--- src/rtl/ps2_pkg.sv ---
// Shared constants and frame FSM encoding for the PS/2 mouse receiver.
package ps2_pkg;

    localparam int unsigned PS2_FRAME_BITS = 11;
    localparam int unsigned PS2_DATA_BITS  = 8;
    localparam int unsigned STAT_ALIGN_BIT = 3;
    localparam int unsigned BIT_CNT_W      = 3;
    localparam int unsigned PKT_IDX_W      = 2;

    typedef enum logic [1:0] {
        ST_IDLE   = 2'd0,
        ST_DATA   = 2'd1,
        ST_PARITY = 2'd2,
        ST_STOP   = 2'd3
    } frame_state_t;

endpackage

--- src/rtl/ps2_mouse_rx_byte_rx.sv ---
// PS/2 line synchroniser, falling-edge detect and 11-bit frame deserialiser.
module ps2_byte_rx
    import ps2_pkg::*;
(
    input  logic                     clk,
    input  logic                     rst_n,
    input  logic                     ps2_clk,
    input  logic                     ps2_data,
    input  logic                     timeout,
    output logic                     byte_valid_c,
    output logic                     byte_err_c,
    output logic                     frame_active_c,
    output logic                     fall_c,
    output logic [PS2_DATA_BITS-1:0] data_byte
);

    logic                 clk_meta, clk_sync, clk_hist;
    logic                 data_meta, data_sync;
    logic                 par;
    logic                 stop_ok;
    logic [BIT_CNT_W-1:0] bit_cnt;
    frame_state_t         state;

    assign fall_c         = clk_hist & ~clk_sync;
    assign stop_ok        = data_sync & (^{data_byte, par});
    assign byte_valid_c   = fall_c && (state == ST_STOP) && stop_ok;
    assign byte_err_c     = fall_c && (((state == ST_IDLE) && data_sync) ||
                                       ((state == ST_STOP) && !stop_ok));
    assign frame_active_c = (state != ST_IDLE);

    // Bus idles high, so the synchroniser resets to 1 to avoid a phantom edge.
    always_ff @(posedge clk or negedge rst_n) begin
        if (!rst_n) begin
            clk_meta  <= 1'b1;
            clk_sync  <= 1'b1;
            clk_hist  <= 1'b1;
            data_meta <= 1'b1;
            data_sync <= 1'b1;
            state     <= ST_IDLE;
            bit_cnt   <= '0;
            par       <= 1'b0;
            data_byte <= '0;
        end else begin
            clk_meta  <= ps2_clk;
            clk_sync  <= clk_meta;
            clk_hist  <= clk_sync;
            data_meta <= ps2_data;
            data_sync <= data_meta;
            if (fall_c) begin
                unique case (state)
                    ST_IDLE: begin
                        if (!data_sync) begin
                            state   <= ST_DATA;
                            bit_cnt <= '0;
                        end
                    end
                    ST_DATA: begin
                        data_byte <= {data_sync, data_byte[PS2_DATA_BITS-1:1]};
                        bit_cnt   <= bit_cnt + BIT_CNT_W'(1);
                        if (bit_cnt == BIT_CNT_W'(PS2_DATA_BITS - 1))
                            state <= ST_PARITY;
                    end
                    ST_PARITY: begin
                        par   <= data_sync;
                        state <= ST_STOP;
                    end
                    ST_STOP: state <= ST_IDLE;
                    default: state <= ST_IDLE;
                endcase
            end else if (timeout) begin
                state <= ST_IDLE;
            end
        end
    end

endmodule

--- src/rtl/ps2_mouse_rx.sv ---
// PS/2 mouse receiver top: packet assembly, inactivity timeout, registered outputs.
module ps2_mouse_rx
    import ps2_pkg::*;
#(
    parameter int unsigned TIMEOUT_CYC = 10000
) (
    input  logic       qzt_clk,
    input  logic       rst_n,
    input  logic       ps2_clk,
    input  logic       ps2_data,
    output logic [7:0] status,
    output logic [7:0] deltaX,
    output logic [7:0] deltaY,
    output logic       tx,
    output logic       err
);

    localparam int unsigned TO_W = $clog2(TIMEOUT_CYC + 1);

    logic                     byte_valid_c, byte_err_c, frame_active_c, fall_c;
    logic                     busy_c, expire_c;
    logic [PS2_DATA_BITS-1:0] rx_byte;
    logic [PS2_DATA_BITS-1:0] byte0, byte1;
    logic [PKT_IDX_W-1:0]     idx;
    logic [TO_W-1:0]          to_cnt;

    ps2_byte_rx u_byte_rx (
        .clk            (qzt_clk),
        .rst_n          (rst_n),
        .ps2_clk        (ps2_clk),
        .ps2_data       (ps2_data),
        .timeout        (expire_c),
        .byte_valid_c   (byte_valid_c),
        .byte_err_c     (byte_err_c),
        .frame_active_c (frame_active_c),
        .fall_c         (fall_c),
        .data_byte      (rx_byte)
    );

    // A falling edge in the expiry cycle wins: the edge is processed instead.
    assign busy_c   = frame_active_c || (idx != '0);
    assign expire_c = busy_c && !fall_c && (to_cnt >= TO_W'(TIMEOUT_CYC - 1));

    always_ff @(posedge qzt_clk or negedge rst_n) begin
        if (!rst_n) begin
            to_cnt <= '0;
        end else if (fall_c || !busy_c || expire_c) begin
            to_cnt <= '0;
        end else if (to_cnt != '1) begin
            to_cnt <= to_cnt + TO_W'(1);
        end
    end

    always_ff @(posedge qzt_clk or negedge rst_n) begin
        if (!rst_n) begin
            status <= '0;
            deltaX <= '0;
            deltaY <= '0;
            tx     <= 1'b0;
            err    <= 1'b0;
            byte0  <= '0;
            byte1  <= '0;
            idx    <= '0;
        end else begin
            tx  <= 1'b0;
            err <= 1'b0;
            if (byte_err_c) begin
                err <= 1'b1;
                idx <= '0;
            end else if (byte_valid_c) begin
                unique case (idx)
                    PKT_IDX_W'(0): begin
                        if (rx_byte[STAT_ALIGN_BIT]) begin
                            byte0 <= rx_byte;
                            idx   <= PKT_IDX_W'(1);
                        end else begin
                            err <= 1'b1;
                        end
                    end
                    PKT_IDX_W'(1): begin
                        byte1 <= rx_byte;
                        idx   <= PKT_IDX_W'(2);
                    end
                    PKT_IDX_W'(2): begin
                        status <= byte0;
                        deltaX <= byte1;
                        deltaY <= rx_byte;
                        tx     <= 1'b1;
                        idx    <= '0;
                    end
                    default: idx <= '0;
                endcase
            end else if (expire_c) begin
                err <= 1'b1;
                idx <= '0;
            end
        end
    end

endmodule

--- config.mk ---
export PLATFORM = sky130hd
export DESIGN_NAME = ps2_mouse_rx
export DESIGN_NICKNAME = d
export VERILOG_FILES = /design/src/rtl/ps2_pkg.sv /design/src/rtl/ps2_mouse_rx_byte_rx.sv /design/src/rtl/ps2_mouse_rx.sv
export SDC_FILE = /design/constraint.sdc
export NUM_CORES = 1
export LEC_CHECK = 0
export BUFFER_PORTS_ARGS = -buffer_cell sky130_fd_sc_hd__clkbuf_2
export CAP_MARGIN = 25
export CORE_MARGIN = 5
export CORE_UTILIZATION = 60
export CTS_CLUSTER_DIAMETER = 100
export CTS_CLUSTER_SIZE = 24
export DETAILED_ROUTE_END_ITERATION = 8
export PLACE_DENSITY = 0.77
export SETUP_SLACK_MARGIN = 0.1
export SYNTH_ARGS = -nofsm -noshare
export SYNTH_HDL_FRONTEND = slang
export SYNTH_SLANG_ARGS = --single-unit
--- constraint.sdc ---
create_clock -name qzt_clk -period 6.4 [get_ports qzt_clk]
set_input_delay 0.32 -clock qzt_clk [delete_from_list [all_inputs] [get_ports qzt_clk]]
set_output_delay 0.32 -clock qzt_clk [all_outputs]
set_load 0.02 [all_outputs]
==> flow_summary.ini <==
[status]
outcome = completed

[logic_synthesis]
async_flop_share = 1.00
yosysMostFrequentCell = dfrtp_1
ys_warn_count = 0
synth_top_family_by_area = multiplexers
synth_top_cell_area_share = 0.552
ys_top_cells_by_count = 72 x dfrtp_1, 48 x mux2_2, 17 x nor2_1
synth_edf_count = 0
ys.flop_type = dfrtp_1
yosys-mux-area-fraction = 0.169
ys_ff_latch = 77
ys_types = 39
synthSimpleGateAreaFrac = 0.0985
synth_largest_area_cell = dfrtp_1
synth_xor_xnor_area_share = 0.0506
syn_avg_cell_area_um2 = 13.7
synth-compound-area-share = 0.0452
yosys.area_share.adder = 0.0307
synth_fp_nets = 250
syn-cell-area_um2 = 3260
synthTopCellsByArea = dfrtp_1 55%, mux2_2 17%, dfstp_2 4.0%
yosysSeqAreaShare = 0.592
synthCells = 238

[final_layout]
final_nets = 288
num_antenna_cells = 0
drive_gt1_frac = 0.370
area_growth_pct = 12.8

[sta]
drv_slew = 0
fin_crit_ns = 2.47
hold_viol = 0
setup_violations = 0
fin_crit_sh = 0.385
rsz0062_at_grt = false
max_slew.worst_pin.slew_ns = 0.931
clock.fmax_ghz = 0.405
fin_skew_ns = 0.00678
slew-limit-headroom = 0.379
tns_ns = 0

[cts]
clockBufferDepth = 2
h-tree-depth = 3
cts-resized-gates = 0
cts_sinks = 77
cts_buffers = 9
cts_tree = yes
ctsRootBufferMaster = clkbuf_8
cts-hold-fix-buffers = 0
clkSlewWorstSetupHoldPaths_ns = 0.08
clk_latency_ns = 0.34
cts_setup_buffers = 0

[routing]
drt-total-wl_mm = 5.30
drt_iter0_drc = 99
ant_nets = 0
via_count = 1909
dr.pass1.iters = 4
drt-vias-per-instance = 5.44
wl_per_cell_um = 15.1
drcViolationCount = 0

[global_routing]
gr-total-overflow = 0
grt_start_max_net_pins = 78
grt_use_total = 0.169
antenna_found_initial = 0
grt_pass1_vias = 1919
grt_first_pass_wirelength_mm = 9.28

[run]
maxCapViolations = 0

[place]
dpl.hpwl_mm = 3.60
port_buffers = 29
place_congestion = 0.817

[critical_path]
worst_r2r_path_depth = 5
worstSetupStartpointType = register
r2r_end = byte1[7]
endpoint_kind = register
crit_fanout = 9
worstPathRequired_ns = 6.62
worstSetupPathType = reg2reg
worstPathArrival_ns = 2.69
reg2reg_slack_ns = 3.93
r2r-start = u_byte_rx.data_byte[1]

[power]
design_power_total_mw = 1.26
powerDensity_nw_per_um2 = 342
p_leak_nw = 1.83
ir_worst_vdd_mv = 0.218

[floorplanning]
rows = 26
start_util = 0.627
core_area_um2 = 5200
die_h_um = 83.7
die_w_um = 83.7
design.portCount = 30
dieArea_um2 = 7010

[worst_hold_path]
hold_path_startpoint = ps2_data
holdPathEnd = u_byte_rx.data_meta
holdPathStages = 1
hold_class = in2reg
metrics by stage:
step                      hold WS (ns)  instance area, um^2  std cells  setup WS, ns  utilization
final                           0.0594                 3680        351          3.93        0.707
after global routing            0.0334                 3680        351          3.81        0.707
after CTS                       0.0428                 3680        351          3.95        0.707
after detailed placement         0.349                 3480        335          3.96        0.669
after global placement           0.345                 3480        335          4.00        0.669
after floorplan                 0.0244                 3260        238          4.07            -
layout by cell type (no fill, tap or decap), types with 2 or more instances in the layout:
cell	netlist	routed
dfrtp_1	72	72
inv_1	5	5
xor2_1	7	7
clkbuf_8	0	10
o21ai_0	6	6
nand3_1	6	6
a21o_1	2	2
a32o_1	2	2
and3_1	5	5
a21oi_1	4	4
nor3_1	5	5
clkinvlp_4	0	2
clkbuf_2	0	28
nor2_1	17	17
and2_1	2	2
xnor2_1	6	6
a31oi_1	2	2
ha_1	8	8
buf_4	0	2
nand2_1	13	13
nand2b_1	2	2
mux2_2	48	48
dfstp_2	5	5
state kept, by name, summed over array words and instances (netlist names):
signal	flops
byte0	8
byte1	8
deltaX	8
deltaY	8
err	1
idx	2
status	8
to_cnt	14
tx	1
u_byte_rx.bit_cnt	3
u_byte_rx.clk_hist	1
u_byte_rx.clk_meta	1
u_byte_rx.clk_sync	1
u_byte_rx.data_byte	8
u_byte_rx.data_meta	1
u_byte_rx.data_sync	1
u_byte_rx.par	1
u_byte_rx.state	2
kinds of logic after synthesis:
group,Yosys count
AO/OA/AOI/OAI,22
XOR/XNOR,15
adder cells (fa/ha/maj),8
buffers and inverters,8
flip-flops,77
multiplexers,49
AND/OR/NAND/NOR,59
worst max path at each step:
| stage | start | endpoint | slack, ns | cells after the start |
|---|---|---|---|---|
| global placement | u_byte_rx.data_byte[1] | byte1[1] | 4.00 | 5 |
| floorplan | u_byte_rx.data_byte[1] | deltaX[0] | 4.07 | 6 |
| global route | u_byte_rx.data_byte[5] | byte0[7] | 3.81 | 5 |
| CTS | u_byte_rx.data_byte[1] | byte0[5] | 3.95 | 5 |
| finish | u_byte_rx.data_byte[1] | byte1[7] | 3.93 | 5 |
| detailed placement | u_byte_rx.data_byte[1] | byte0[5] | 3.96 | 5 |
worst max-delay path: stages, from the launching register on:
cell	delay, ns
dfrtp_1	0.44
xor2_1	0.18
xnor3_2	0.49
xnor2_4	0.20
nor4_4	0.64
mux2_2	0.41
layout make-up:
cell class	instances	area (um^2)
Clock buffer	11	141
Clock inverter	5	58.8
Fill cell	401	1530
Inverter	5	18.8
Multi-Input combinational cell	153	1280
Sequential cell	77	1930
Tap cell	70	87.6
Timing Repair Buffer	30	155
routing by layer:
metal  up-vias  track usage  share of wire  routed length (um)
met1       949        0.247           0.49                2620
li1        919            -              -                   -
met4         0       0.0877          0.023                 123
met2        31        0.234           0.45                2380
met3        10       0.0395          0.035                 185
met5         -            0              0                   0
power breakdown:
group / total (mW) / switching [mW] / internal [mW]
logic: 0.311 / 0.161 / 0.150
registers: 0.585 / 0.0538 / 0.531
clock network: 0.361 / 0.169 / 0.192
total: 1.26 / 0.384 / 0.873
Power figures use the tool's default switching activity.
